### src/rtl/ps2_key_decoder.sv
// PS/2 keyboard receiver: line filtering, 11-bit framing, E0/F0 prefix decode, FWFT event FIFO.
// Optional held-key table enabled by defining PS2_KEY_STATE_EN.
module ps2_key_decoder #(
    parameter int FILTER_LEN  = 8,
    parameter int FIFO_DEPTH  = 8,
    parameter int TIMEOUT_CYC = 50000
) (
    input  logic                          CLK,
    input  logic                          RST,
    input  logic                          KB_CLK,
    input  logic                          KB_DATA,
    output logic                          evt_valid,
    input  logic                          evt_ready,
    output logic [7:0]                    evt_code,
    output logic                          evt_ext,
    output logic                          evt_break,
    output logic [$clog2(FIFO_DEPTH):0]   fifo_count,
    output logic                          parity_err,
    output logic                          frame_err,
    output logic                          overflow,
    input  logic [7:0]                    key_query_code,
    input  logic                          key_query_ext,
    output logic                          key_query_down
);

    localparam int FW = $clog2(FILTER_LEN) + 1;
    localparam int WW = $clog2(TIMEOUT_CYC + 1);
    localparam int AW = $clog2(FIFO_DEPTH);

    typedef enum logic [1:0] {
        S_IDLE,
        S_DATA,
        S_PARITY,
        S_STOP
    } state_t;

    function automatic logic odd_parity_ok(input logic [8:0] bits);
        return ^bits;
    endfunction

    // Stage p0/p1: two-flop synchronisers on the raw keyboard lines
    logic kb_clk_p0, kb_clk_p1, kb_data_p0, kb_data_p1;

    always_ff @(posedge CLK) begin
        if (RST) begin
            kb_clk_p0  <= 1'b1;
            kb_clk_p1  <= 1'b1;
            kb_data_p0 <= 1'b1;
            kb_data_p1 <= 1'b1;
        end else begin
            kb_clk_p0  <= KB_CLK;
            kb_clk_p1  <= kb_clk_p0;
            kb_data_p0 <= KB_DATA;
            kb_data_p1 <= kb_data_p0;
        end
    end

    // Stage p2: filtered levels and the one-cycle falling-edge strobe
    logic [FW-1:0] clk_cnt, data_cnt;
    logic          clk_flt_p2, data_flt_p2, fall_p2;

    always_ff @(posedge CLK) begin
        if (RST) begin
            clk_flt_p2 <= 1'b1;
            clk_cnt    <= '0;
            fall_p2    <= 1'b0;
        end else begin
            fall_p2 <= 1'b0;
            if (kb_clk_p1 == clk_flt_p2) begin
                clk_cnt <= '0;
            end else if (clk_cnt == FW'(FILTER_LEN - 1)) begin
                clk_flt_p2 <= kb_clk_p1;
                clk_cnt    <= '0;
                fall_p2    <= ~kb_clk_p1;
            end else begin
                clk_cnt <= clk_cnt + 1'b1;
            end
        end
    end

    always_ff @(posedge CLK) begin
        if (RST) begin
            data_flt_p2 <= 1'b1;
            data_cnt    <= '0;
        end else if (kb_data_p1 == data_flt_p2) begin
            data_cnt <= '0;
        end else if (data_cnt == FW'(FILTER_LEN - 1)) begin
            data_flt_p2 <= kb_data_p1;
            data_cnt    <= '0;
        end else begin
            data_cnt <= data_cnt + 1'b1;
        end
    end

    // Stage p3: frame FSM and watchdog, registered byte/error pulses
    state_t        state, state_nxt;
    logic [2:0]    bit_idx;
    logic [7:0]    shreg;
    logic          par_bit;
    logic [WW-1:0] wd_cnt;
    logic          byte_ok, perr_nxt, ferr_nxt, timeout;

    always_ff @(posedge CLK) begin
        if (RST) state <= S_IDLE;
        else     state <= state_nxt;
    end

    always_comb begin
        state_nxt = state;
        byte_ok   = 1'b0;
        perr_nxt  = 1'b0;
        ferr_nxt  = 1'b0;
        timeout   = 1'b0;
        if (state != S_IDLE && !fall_p2 && wd_cnt >= WW'(TIMEOUT_CYC - 1)) begin
            timeout   = 1'b1;
            ferr_nxt  = 1'b1;
            state_nxt = S_IDLE;
        end else if (fall_p2) begin
            case (state)
                S_IDLE:   if (!data_flt_p2) state_nxt = S_DATA;
                S_DATA:   if (bit_idx == 3'd7) state_nxt = S_PARITY;
                S_PARITY: state_nxt = S_STOP;
                S_STOP: begin
                    state_nxt = S_IDLE;
                    if (!data_flt_p2)                         ferr_nxt = 1'b1;
                    else if (!odd_parity_ok({par_bit, shreg})) perr_nxt = 1'b1;
                    else                                      byte_ok  = 1'b1;
                end
                default:  state_nxt = S_IDLE;
            endcase
        end
    end

    always_ff @(posedge CLK) begin
        if (fall_p2) begin
            case (state)
                S_IDLE:   bit_idx <= 3'd0;
                S_DATA: begin
                    shreg   <= {data_flt_p2, shreg[7:1]};
                    bit_idx <= bit_idx + 3'd1;
                end
                S_PARITY: par_bit <= data_flt_p2;
                default:  ;
            endcase
        end
    end

    // Watchdog counts cycles since the last fall; the fall cycle itself is cycle 0
    always_ff @(posedge CLK) begin
        if (RST)                    wd_cnt <= '0;
        else if (fall_p2)           wd_cnt <= WW'(1);
        else if (timeout)           wd_cnt <= '0;
        else if (state != S_IDLE)   wd_cnt <= wd_cnt + 1'b1;
    end

    logic       byte_done_p3;
    logic [7:0] byte_p3;

    always_ff @(posedge CLK) begin
        if (RST) begin
            byte_done_p3 <= 1'b0;
            parity_err   <= 1'b0;
            frame_err    <= 1'b0;
        end else begin
            byte_done_p3 <= byte_ok;
            parity_err   <= perr_nxt;
            frame_err    <= ferr_nxt;
        end
    end

    always_ff @(posedge CLK) begin
        if (byte_ok) byte_p3 <= shreg;
    end

    // Stage p4: prefix decode and push into the event FIFO
    logic       ext_flag, brk_flag, push;
    logic [9:0] push_word;

    assign push      = byte_done_p3 && (byte_p3 != 8'hE0) && (byte_p3 != 8'hF0);
    assign push_word = {ext_flag, brk_flag, byte_p3};

    always_ff @(posedge CLK) begin
        if (RST || parity_err || frame_err) begin
            ext_flag <= 1'b0;
            brk_flag <= 1'b0;
        end else if (byte_done_p3) begin
            if (byte_p3 == 8'hE0) begin
                ext_flag <= 1'b1;
            end else if (byte_p3 == 8'hF0) begin
                brk_flag <= 1'b1;
            end else begin
                ext_flag <= 1'b0;
                brk_flag <= 1'b0;
            end
        end
    end

    logic [9:0]    mem [FIFO_DEPTH];
    logic [AW-1:0] wr_ptr, rd_ptr;
    logic [AW:0]   count;
    logic          pop, full, wr_en;
    logic [9:0]    head;

    assign pop   = (count != '0) && evt_ready;
    assign full  = (count == (AW + 1)'(FIFO_DEPTH));
    assign wr_en = push && (!full || pop);

    always_ff @(posedge CLK) begin
        if (wr_en) mem[wr_ptr] <= push_word;
    end

    always_ff @(posedge CLK) begin
        if (RST) begin
            wr_ptr   <= '0;
            rd_ptr   <= '0;
            count    <= '0;
            overflow <= 1'b0;
        end else begin
            if (wr_en) wr_ptr <= wr_ptr + 1'b1;
            if (pop)   rd_ptr <= rd_ptr + 1'b1;
            case ({wr_en, pop})
                2'b10:   count <= count + 1'b1;
                2'b01:   count <= count - 1'b1;
                default: ;
            endcase
            overflow <= push && full && !pop;
        end
    end

    assign head       = mem[rd_ptr];
    assign evt_valid  = (count != '0);
    assign evt_code   = evt_valid ? head[7:0] : 8'h00;
    assign evt_ext    = evt_valid & head[9];
    assign evt_break  = evt_valid & head[8];
    assign fifo_count = count;

`ifdef PS2_KEY_STATE_EN
    // Table follows every decoded event, including ones the FIFO had to drop
    logic [511:0] key_tbl;
    logic [8:0]   upd_idx, q_idx;

    assign upd_idx = {ext_flag, byte_p3};
    assign q_idx   = {key_query_ext, key_query_code};

    always_ff @(posedge CLK) begin
        if (RST) begin
            key_tbl        <= '0;
            key_query_down <= 1'b0;
        end else begin
            if (push) key_tbl[upd_idx] <= ~brk_flag;
            if (push && upd_idx == q_idx) key_query_down <= ~brk_flag;
            else                          key_query_down <= key_tbl[q_idx];
        end
    end
`else
    logic unused_query;
    assign unused_query   = ^{key_query_code, key_query_ext};
    assign key_query_down = 1'b0;
`endif

endmodule

### config.mk
export PLATFORM = sky130hd
export DESIGN_NAME = ps2_key_decoder
export DESIGN_NICKNAME = d
export VERILOG_FILES = /design/src/rtl/ps2_key_decoder.sv
export SDC_FILE = /design/constraint.sdc
export NUM_CORES = 1
export LEC_CHECK = 0
export CORE_MARGIN = 4
export CORE_UTILIZATION = 59
export CTS_CLUSTER_SIZE = 28
export DETAILED_ROUTE_END_ITERATION = 10
export HOLD_SLACK_MARGIN = 0.03
export PLACE_DENSITY = 0.81
export SLEW_MARGIN = 15
export SYNTH_ARGS = -nofsm -noshare
export SYNTH_HDL_FRONTEND = slang
export SYNTH_SLANG_ARGS = --single-unit
export TNS_END_PERCENT = 20
### constraint.sdc
create_clock -name CLK -period 3.51 [get_ports CLK]
set_input_delay 0.8775 -clock CLK [delete_from_list [all_inputs] [get_ports CLK]]
set_output_delay 0.8775 -clock CLK [all_outputs]
set_load 0.005 [all_outputs]
==> results.rst, run 1 <==
.. list-table::
   :header-rows: 1

   * - Metric
     - Value
   * - Area fraction in and, or, nand and nor cells after synthesis
     - 0.1105
   * - EDFF count, synth
     - 100
   * - Multiplexer share of the synthesized area
     - 0.1006
   * - Final GP Congestion
     - 0.7549
   * - Die extent in x
     - 109.6 µm
   * - Vias after detailed routing
     - 3347
   * - Most common library cell in the layout ignoring fill and taps
     - sky130_fd_sc_hd__edfxtp_1
   * - Master of the slowest instance on the critical path
     - sky130_fd_sc_hd__mux4_2
   * - Kind of cell adding the most delay to the critical path
     - multiplexers
   * - Metal-1 WL
     - 4343 µm
   * - Initial core utilization
     - 0.6149
   * - Part of the power in the clock network
     - 0.400
   * - Synth unique cells
     - 57
   * - Clock sink count
     - 152
   * - Sum of net half-perimeters after detailed placement
     - 6509 µm
   * - Synthesized-area fraction occupied by xor and xnor cells
     - 0.04825
   * - Final Hold Vio Count
     - 0
   * - Final count of pins violating max slew
     - 0
   * - Share of cells above drive strength 1
     - 0.1558
   * - Routed wire length on met3
     - 445 µm
   * - First-pass detailed-route iteration total
     - 4
   * - Highest clock rate
     - 306.9 MHz
   * - Total power after layout
     - 4.248 mW
   * - Max_cap viols
     - 0
   * - Number of antenna cells inserted
     - 0
   * - CTS buffer count
     - 17
   * - GRT Overall Usage
     - 0.1957
   * - Classification of the worst setup path
     - reg2out
   * - Largest family of logic cells by synthesized area
     - simple AND/OR/NAND/NOR gates
   * - Pin count of the biggest net entering global routing
     - 21
   * - Transition at the pin with the smallest max-transition slack
     - 709.1 ps
   * - Outcome
     - completed
   * - WP data required
     - 2630 ps
   * - Area enclosed by the die boundary
     - 12020 µm²
   * - Clock insertion delay at the later pin of the skew report
     - 510 ps
   * - Total global routing overflow
     - 0
   * - Detailed-route vias per instance
     - 5.625
   * - Cell area after placement
     - 6475 µm²
   * - Internal Dissipation
     - 3.297 mW
   * - TritonCTS clock tree
     - yes
   * - Seq cells post-synth
     - 152
   * - Final #Nets
     - 477
   * - Accumulated negative setup slack
     - 0 ps
   * - Sw Pwr
     - 0.9508 mW
   * - Area of the mapped netlist
     - 6093 µm²
   * - Minimum clock period after layout
     - 3258 ps
   * - Critical path capture point type
     - output pin
   * - Number of DRC violations after detailed-routing iteration 0
     - 177
   * - Y dimension of the die
     - 109.6 µm
   * - Remaining antenna violation count after routing
     - 0
   * - Clk buf depth
     - 2
   * - Post-DR wirelength/cell
     - 17.32 µm
   * - Synthesized netlist net count
     - 440
   * - RSZ-0062 raised after global routing
     - false
   * - Switching fraction of total power
     - 0.2239
   * - Power density cells
     - 603.8 nW/µm²
   * - Leak
     - 2.506 nW
   * - Final std cell area, no fill
     - 7036 µm²
   * - Number of global-route vias before repair
     - 3367
   * - Relative area change from synthesis to final layout
     - 15.46%
   * - Count of standard-cell rows
     - 36
   * - Tcrit/Tclk final
     - 0.9283
   * - Met2 wire length
     - 5409 µm
   * - Combinational cell fraction of total power
     - 0.140
   * - Buffer type at the clock tree root
     - sky130_fd_sc_hd__clkbuf_8
   * - Number of antenna violations at the first check in global routing
     - 0
   * - Total wirelength of the detailed-routed design
     - 10310 µm
   * - Share of flip-flops with an asynchronous set or reset
     - 0
   * - Mapped Cells
     - 412
   * - Portion of the post-synthesis area used by sequential elements
     - 0.6637
   * - Crit path launch type
     - flop
   * - Register share of total power
     - 0.460
   * - Cell breakdown of the critical path
     - buf_6, mux4_2, mux2i_1, nor2_1, clkdlybuf4s50_1
   * - Number of warnings reported in the yosys synthesis log
     - 0
   * - Highest ir drop seen on vdd
     - 0.3457 mV
   * - Number of primary I/O pins
     - 33
   * - Path class of the lowest-slack min-delay path
     - reg2reg
   * - Slew margin rel.
     - 0.5266
   * - Prevailing post-synth register cell
     - sky130_fd_sc_hd__edfxtp_1
   * - Core Footprint
     - 9910 µm²
   * - Biggest fanout along the worst timing path
     - 20
   * - Clock skew
     - 6.314 ps
   * - Avg Inst Size Synth
     - 14.79 µm²
   * - Drc violations
     - 0
   * - Slowest Stage Delay on Critical Path
     - 530 ps
   * - Max layer used
     - met4
   * - Count of buffer and inverter cells on the critical path
     - 2
   * - CP Data Arrival Time
     - 2380 ps
   * - Number of port buffers
     - 22
   * - Global-route wire length before repair
     - 17280 µm
   * - Synthesized-area fraction occupied by adder cells
     - 0.02998
   * - Register clock-pin slew on the reported worst setup and hold paths
     - 60 ps
   * - Commonest cells after routing, fill and taps aside
     - 100 x sky130_fd_sc_hd__edfxtp_1, 52 x sky130_fd_sc_hd__dfxtp_1, 51 x sky130_fd_sc_hd__nor2_1
   * - Post-CTS repair timing setup buffer count
     - 0
   * - H-tree levels
     - 4
   * - Post-synthesis compound-gate area fraction
     - 0.02423
   * - Final setup viols
     - 0
sequential cells by signal, summed over array words and instances, names as in the netlist, 2 cells and up, named ones only:
register    flops
wd_cnt         16
wr_ptr          3
fifo_count      4
rd_ptr          3
bit_idx         3
byte_p3         8
shreg           8
mem            80
state           2
clk_cnt         4
data_cnt        4
kinds of logic (layout without fill, tap and decap cells):
family	after synthesis	in the layout
other	1	1
muxes	36	36
xor gates and xnor gates	32	32
DFF	152	152
adders and majority gates	14	14
buffers and inverters	25	75
AOI/OAI and AO/OA	21	21
and+or+nand+nor	131	131
power groups by stage:
| stage | Combinational, mW | Clock (mW) | Sequential [mW] |
|---|---|---|---|
| floorplan | 0.369 | 0 | 1.98 |
| global placement | 0.593 | 0 | 1.99 |
| detailed placement | 0.604 | 0 | 1.99 |
| CTS | 0.607 | 1.74 | 1.95 |
| global route | 0.657 | 1.82 | 1.96 |
| finish | 0.597 | 1.70 | 1.95 |
cell type report:
class                      count  area (µm²)
clock buffer                  19       421.7
clock inverter                13       135.1
timing repair buffer          34       314.1
multi-input combinational    235        1921
tap                          133       166.4
inverter                       9       33.78
fill                         659        2874
sequential                   152        4044
layer usage:
| layer | vias to the layer above | track usage |
|---|---|---|
| met4 | 0 | 0.06411 |
| met1 | 1681 | 0.2494 |
| met2 | 68 | 0.3278 |
| li1 | 1589 | - |
| met3 | 9 | 0.05226 |
| met5 | - | 0 |
final timing paths:
kind         cells past startpoint  slack [ps]                    endpoint                  from
max                              5         250                 evt_code[3]                  flop
min                              1         410        kb_clk_p1$_SDFF_PP1_  kb_clk_p0$_SDFF_PP1_
max reg2reg                      9         620  fifo_count[3]$_SDFFE_PP0P_  byte_p3[2]$_DFFE_PP_
min reg2reg                      1         410        kb_clk_p1$_SDFF_PP1_  kb_clk_p0$_SDFF_PP1_
synthesized netlist by cell type, types with 2 or more instances:
| master | number | area, µm² |
|---|---|---|
| sky130_fd_sc_hd__a21oi_2 | 2 | 17.52 |
| sky130_fd_sc_hd__nand2b_1 | 4 | 25.02 |
| sky130_fd_sc_hd__buf_1 | 2 | 7.510 |
| sky130_fd_sc_hd__nand2_1 | 15 | 56.30 |
| sky130_fd_sc_hd__mux2i_1 | 14 | 140.1 |
| sky130_fd_sc_hd__mux4_2 | 20 | 450.4 |
| sky130_fd_sc_hd__or2_1 | 2 | 12.51 |
| sky130_fd_sc_hd__or2_2 | 4 | 25.02 |
| sky130_fd_sc_hd__clkbuf_1 | 5 | 18.77 |
| sky130_fd_sc_hd__a211oi_1 | 2 | 15.01 |
| sky130_fd_sc_hd__a21oi_1 | 7 | 35.03 |
| sky130_fd_sc_hd__nand4b_1 | 2 | 17.52 |
| sky130_fd_sc_hd__dfxtp_1 | 52 | 1041 |
| sky130_fd_sc_hd__edfxtp_1 | 100 | 3003 |
| sky130_fd_sc_hd__xor2_1 | 15 | 131.4 |
| sky130_fd_sc_hd__buf_6 | 2 | 22.52 |
| sky130_fd_sc_hd__buf_2 | 4 | 20.02 |
| sky130_fd_sc_hd__mux2_2 | 2 | 22.52 |
| sky130_fd_sc_hd__nand4_1 | 2 | 12.51 |
| sky130_fd_sc_hd__nor3_1 | 9 | 45.04 |
| sky130_fd_sc_hd__xnor2_1 | 16 | 140.1 |
| sky130_fd_sc_hd__and3_2 | 2 | 15.01 |
| sky130_fd_sc_hd__nor2_1 | 51 | 191.4 |
| sky130_fd_sc_hd__nand3_1 | 13 | 65.06 |
| sky130_fd_sc_hd__inv_1 | 8 | 30.03 |
| sky130_fd_sc_hd__and4_1 | 2 | 17.52 |
| sky130_fd_sc_hd__and2_1 | 5 | 31.28 |
| sky130_fd_sc_hd__nand3b_1 | 4 | 30.03 |
| sky130_fd_sc_hd__ha_1 | 13 | 162.7 |
| sky130_fd_sc_hd__and3_1 | 3 | 18.77 |
| sky130_fd_sc_hd__nor2b_1 | 4 | 25.02 |
per-stage QoR:
step	setup slack, ps	util	hold slack, ps	instances
after floorplan	892.5	-	389.5	412
after CTS	99.45	0.7096	414.7	595
after global placement	303.4	0.6534	392.2	563
after detailed placement	267.3	0.6534	398.0	563
final	251.6	0.7100	411.2	595
after global routing	87.48	0.7100	421.0	595
timing repair:
| item | CTS | global route |
|---|---|---|
| endpoints found under the setup margin | 0 | 1 |
| hold buffers | 0 | 0 |
| endpoints found under the hold margin | 0 | 0 |
| resized for setup | 0 | 1 |
No activity file was read; power rests on OpenSTA's default activity.
==> run 2, diff against run 1 <==
--- a/config.mk
+++ b/config.mk
@@ -5,7 +5,7 @@
 export SDC_FILE = /design/constraint.sdc
 export NUM_CORES = 1
 export LEC_CHECK = 0
-export CORE_MARGIN = 4
+export CORE_MARGIN = 5
 export CORE_UTILIZATION = 59
 export CTS_CLUSTER_SIZE = 28
 export DETAILED_ROUTE_END_ITERATION = 10
==> results.rst, run 2 (synthesized netlist as in run 1, its figures left out) <==
.. list-table::
   :header-rows: 1

   * - Metric
     - Value
   * - Fin util
     - 0.6909
   * - Path class of the lowest-slack min-delay path
     - reg2reg
   * - CP Data Arrival Time
     - 2450 ps
   * - Crit path launch type
     - flop
   * - Max_cap viols
     - 0
   * - Hold buffer count at cts
     - 0
   * - Number of DRC violations after detailed-routing iteration 0
     - 168
   * - Biggest registers after layout
     - mem x80, wd_cnt x16
   * - Relative area change from synthesis to final layout
     - 15.48%
   * - Sw Pwr
     - 1.065 mW
   * - Minimum clock period after layout
     - 3330 ps
   * - Detailed-route vias per instance
     - 5.600
   * - Y dimension of the die
     - 111.6 µm
   * - Drc violations
     - 0
   * - First-pass detailed-route iteration total
     - 4
   * - Clock skew
     - 8.542 ps
   * - Clock insertion delay at the later pin of the skew report
     - 520 ps
   * - Count of standard-cell rows
     - 37
   * - Most common library cell in the layout ignoring fill and taps
     - sky130_fd_sc_hd__edfxtp_1
   * - Classification of the worst setup path
     - reg2out
   * - Transition at the pin with the smallest max-transition slack
     - 709.1 ps
   * - Global-route wire length before repair
     - 17570 µm
   * - Part of the power in the clock network
     - 0.401
   * - Initial core utilization
     - 0.5983
   * - Combinational cell fraction of total power
     - 0.141
   * - Slew margin rel.
     - 0.5266
   * - Number of primary I/O pins
     - 33
   * - Placed insts
     - 566
   * - Final std cell area, no fill
     - 7037 µm²
   * - Final GP Congestion
     - 0.7583
   * - GRT Overall Usage
     - 0.1843
   * - Vias after detailed routing
     - 3349
   * - Count of cells resized by post-cts repair
     - 0
   * - Tcrit/Tclk final
     - 0.9488
   * - Die extent in x
     - 111.6 µm
   * - Switching fraction of total power
     - 0.2502
   * - Total power after layout
     - 4.256 mW
   * - Highest clock rate
     - 300.3 MHz
   * - Commonest cells after routing, fill and taps aside
     - 100 x sky130_fd_sc_hd__edfxtp_1, 52 x sky130_fd_sc_hd__dfxtp_1, 51 x sky130_fd_sc_hd__nor2_1
   * - Biggest fanout along the worst timing path
     - 20
   * - Total wirelength of the detailed-routed design
     - 10750 µm
   * - H-tree levels
     - 4
   * - Share of cells above drive strength 1
     - 0.1710
   * - RSZ-0062 raised after global routing
     - false
   * - Final setup viols
     - 0
   * - Register clock-pin slew on the reported worst setup and hold paths
     - 70 ps
   * - Number of antenna violations at the first check in global routing
     - 0
   * - Core Footprint
     - 10180 µm²
   * - Outcome
     - completed
   * - Reg with most FFs
     - mem
   * - Sum of net half-perimeters after detailed placement
     - 6672 µm
   * - Clk buf depth
     - 2
   * - Critical path capture point type
     - output pin
   * - Number of antenna cells inserted
     - 0
   * - Number of global-route vias before repair
     - 3473
   * - Number of port buffers
     - 22
   * - Total global routing overflow
     - 0
   * - Area enclosed by the die boundary
     - 12460 µm²
   * - CTS buffer count
     - 17
   * - Accumulated negative setup slack
     - 0 ps
   * - Final worst-path setup slack
     - 179.8 ps
   * - WP data required
     - 2630 ps
   * - Setup slack after placement
     - 240.1 ps
   * - Post-DR wirelength/cell
     - 17.97 µm
   * - Power density cells
     - 604.8 nW/µm²
   * - Leak
     - 2.492 nW
   * - Final #Nets
     - 477
   * - Post-layout instance count excluding filler cells
     - 598
   * - Highest ir drop seen on vdd
     - 0.3407 mV
   * - Internal Dissipation
     - 3.191 mW
   * - Buffer type at the clock tree root
     - sky130_fd_sc_hd__clkbuf_8
   * - Clock sink count
     - 152
   * - Largest register FFs
     - 80
   * - Pin count of the biggest net entering global routing
     - 24
   * - Remaining antenna violation count after routing
     - 0
   * - Cell area after placement
     - 6479 µm²
   * - Worst Hold Slack
     - 406.5 ps
   * - Post-CTS repair timing setup buffer count
     - 0
   * - Final count of pins violating max slew
     - 0
   * - Register share of total power
     - 0.459
   * - Final Hold Vio Count
     - 0
   * - TritonCTS clock tree
     - yes
==> run 2: cell type report <==
cell class	instances	area [µm²]
multi-input cells	235	1921
well taps	136	170.2
inverters	9	33.78
repair buffers	34	310.3
clock buffers	18	417.9
fillers	683	3148
clock inverters	14	140.1
flip-flops and latches	152	4044
==> run 2: layer usage <==
layer	up-vias	GRT usage	wire, µm
li1	1586	-	-
met1	1682	0.2279	4559
met2	62	0.3137	5613
met3	19	0.04293	354
met4	0	0.07543	220
met5	-	0	0
==> run 2: final timing paths <==
check	slack [ps]	cells past startpoint	end	start
min reg2reg	410	1	kb_clk_p1$_SDFF_PP1_	kb_clk_p0$_SDFF_PP1_
max reg2reg	660	9	fifo_count[3]$_SDFFE_PP0P_	byte_p3[2]$_DFFE_PP_
min	410	1	kb_clk_p1$_SDFF_PP1_	kb_clk_p0$_SDFF_PP1_
max	180	5	evt_code[3]	flop
==> run 2: worst max-delay path, cell delays in order (launching register included) <==
cell,delay [ps]
sky130_fd_sc_hd__dfxtp_1,310
sky130_fd_sc_hd__buf_4,360
sky130_fd_sc_hd__mux4_2,570
sky130_fd_sc_hd__mux2i_1,190
sky130_fd_sc_hd__nor2_1,60
sky130_fd_sc_hd__clkdlybuf4s50_1,440
==> run 2: power groups by stage <==
stage | sequential [mW] | combinational [mW] | clock [mW]
after floorplan | 1.98 | 0.369 | 0
after global placement | 1.99 | 0.590 | 0
after detailed placement | 1.99 | 0.609 | 0
after CTS | 1.95 | 0.610 | 1.73
after global routing | 1.96 | 0.652 | 1.82
final | 1.95 | 0.599 | 1.71
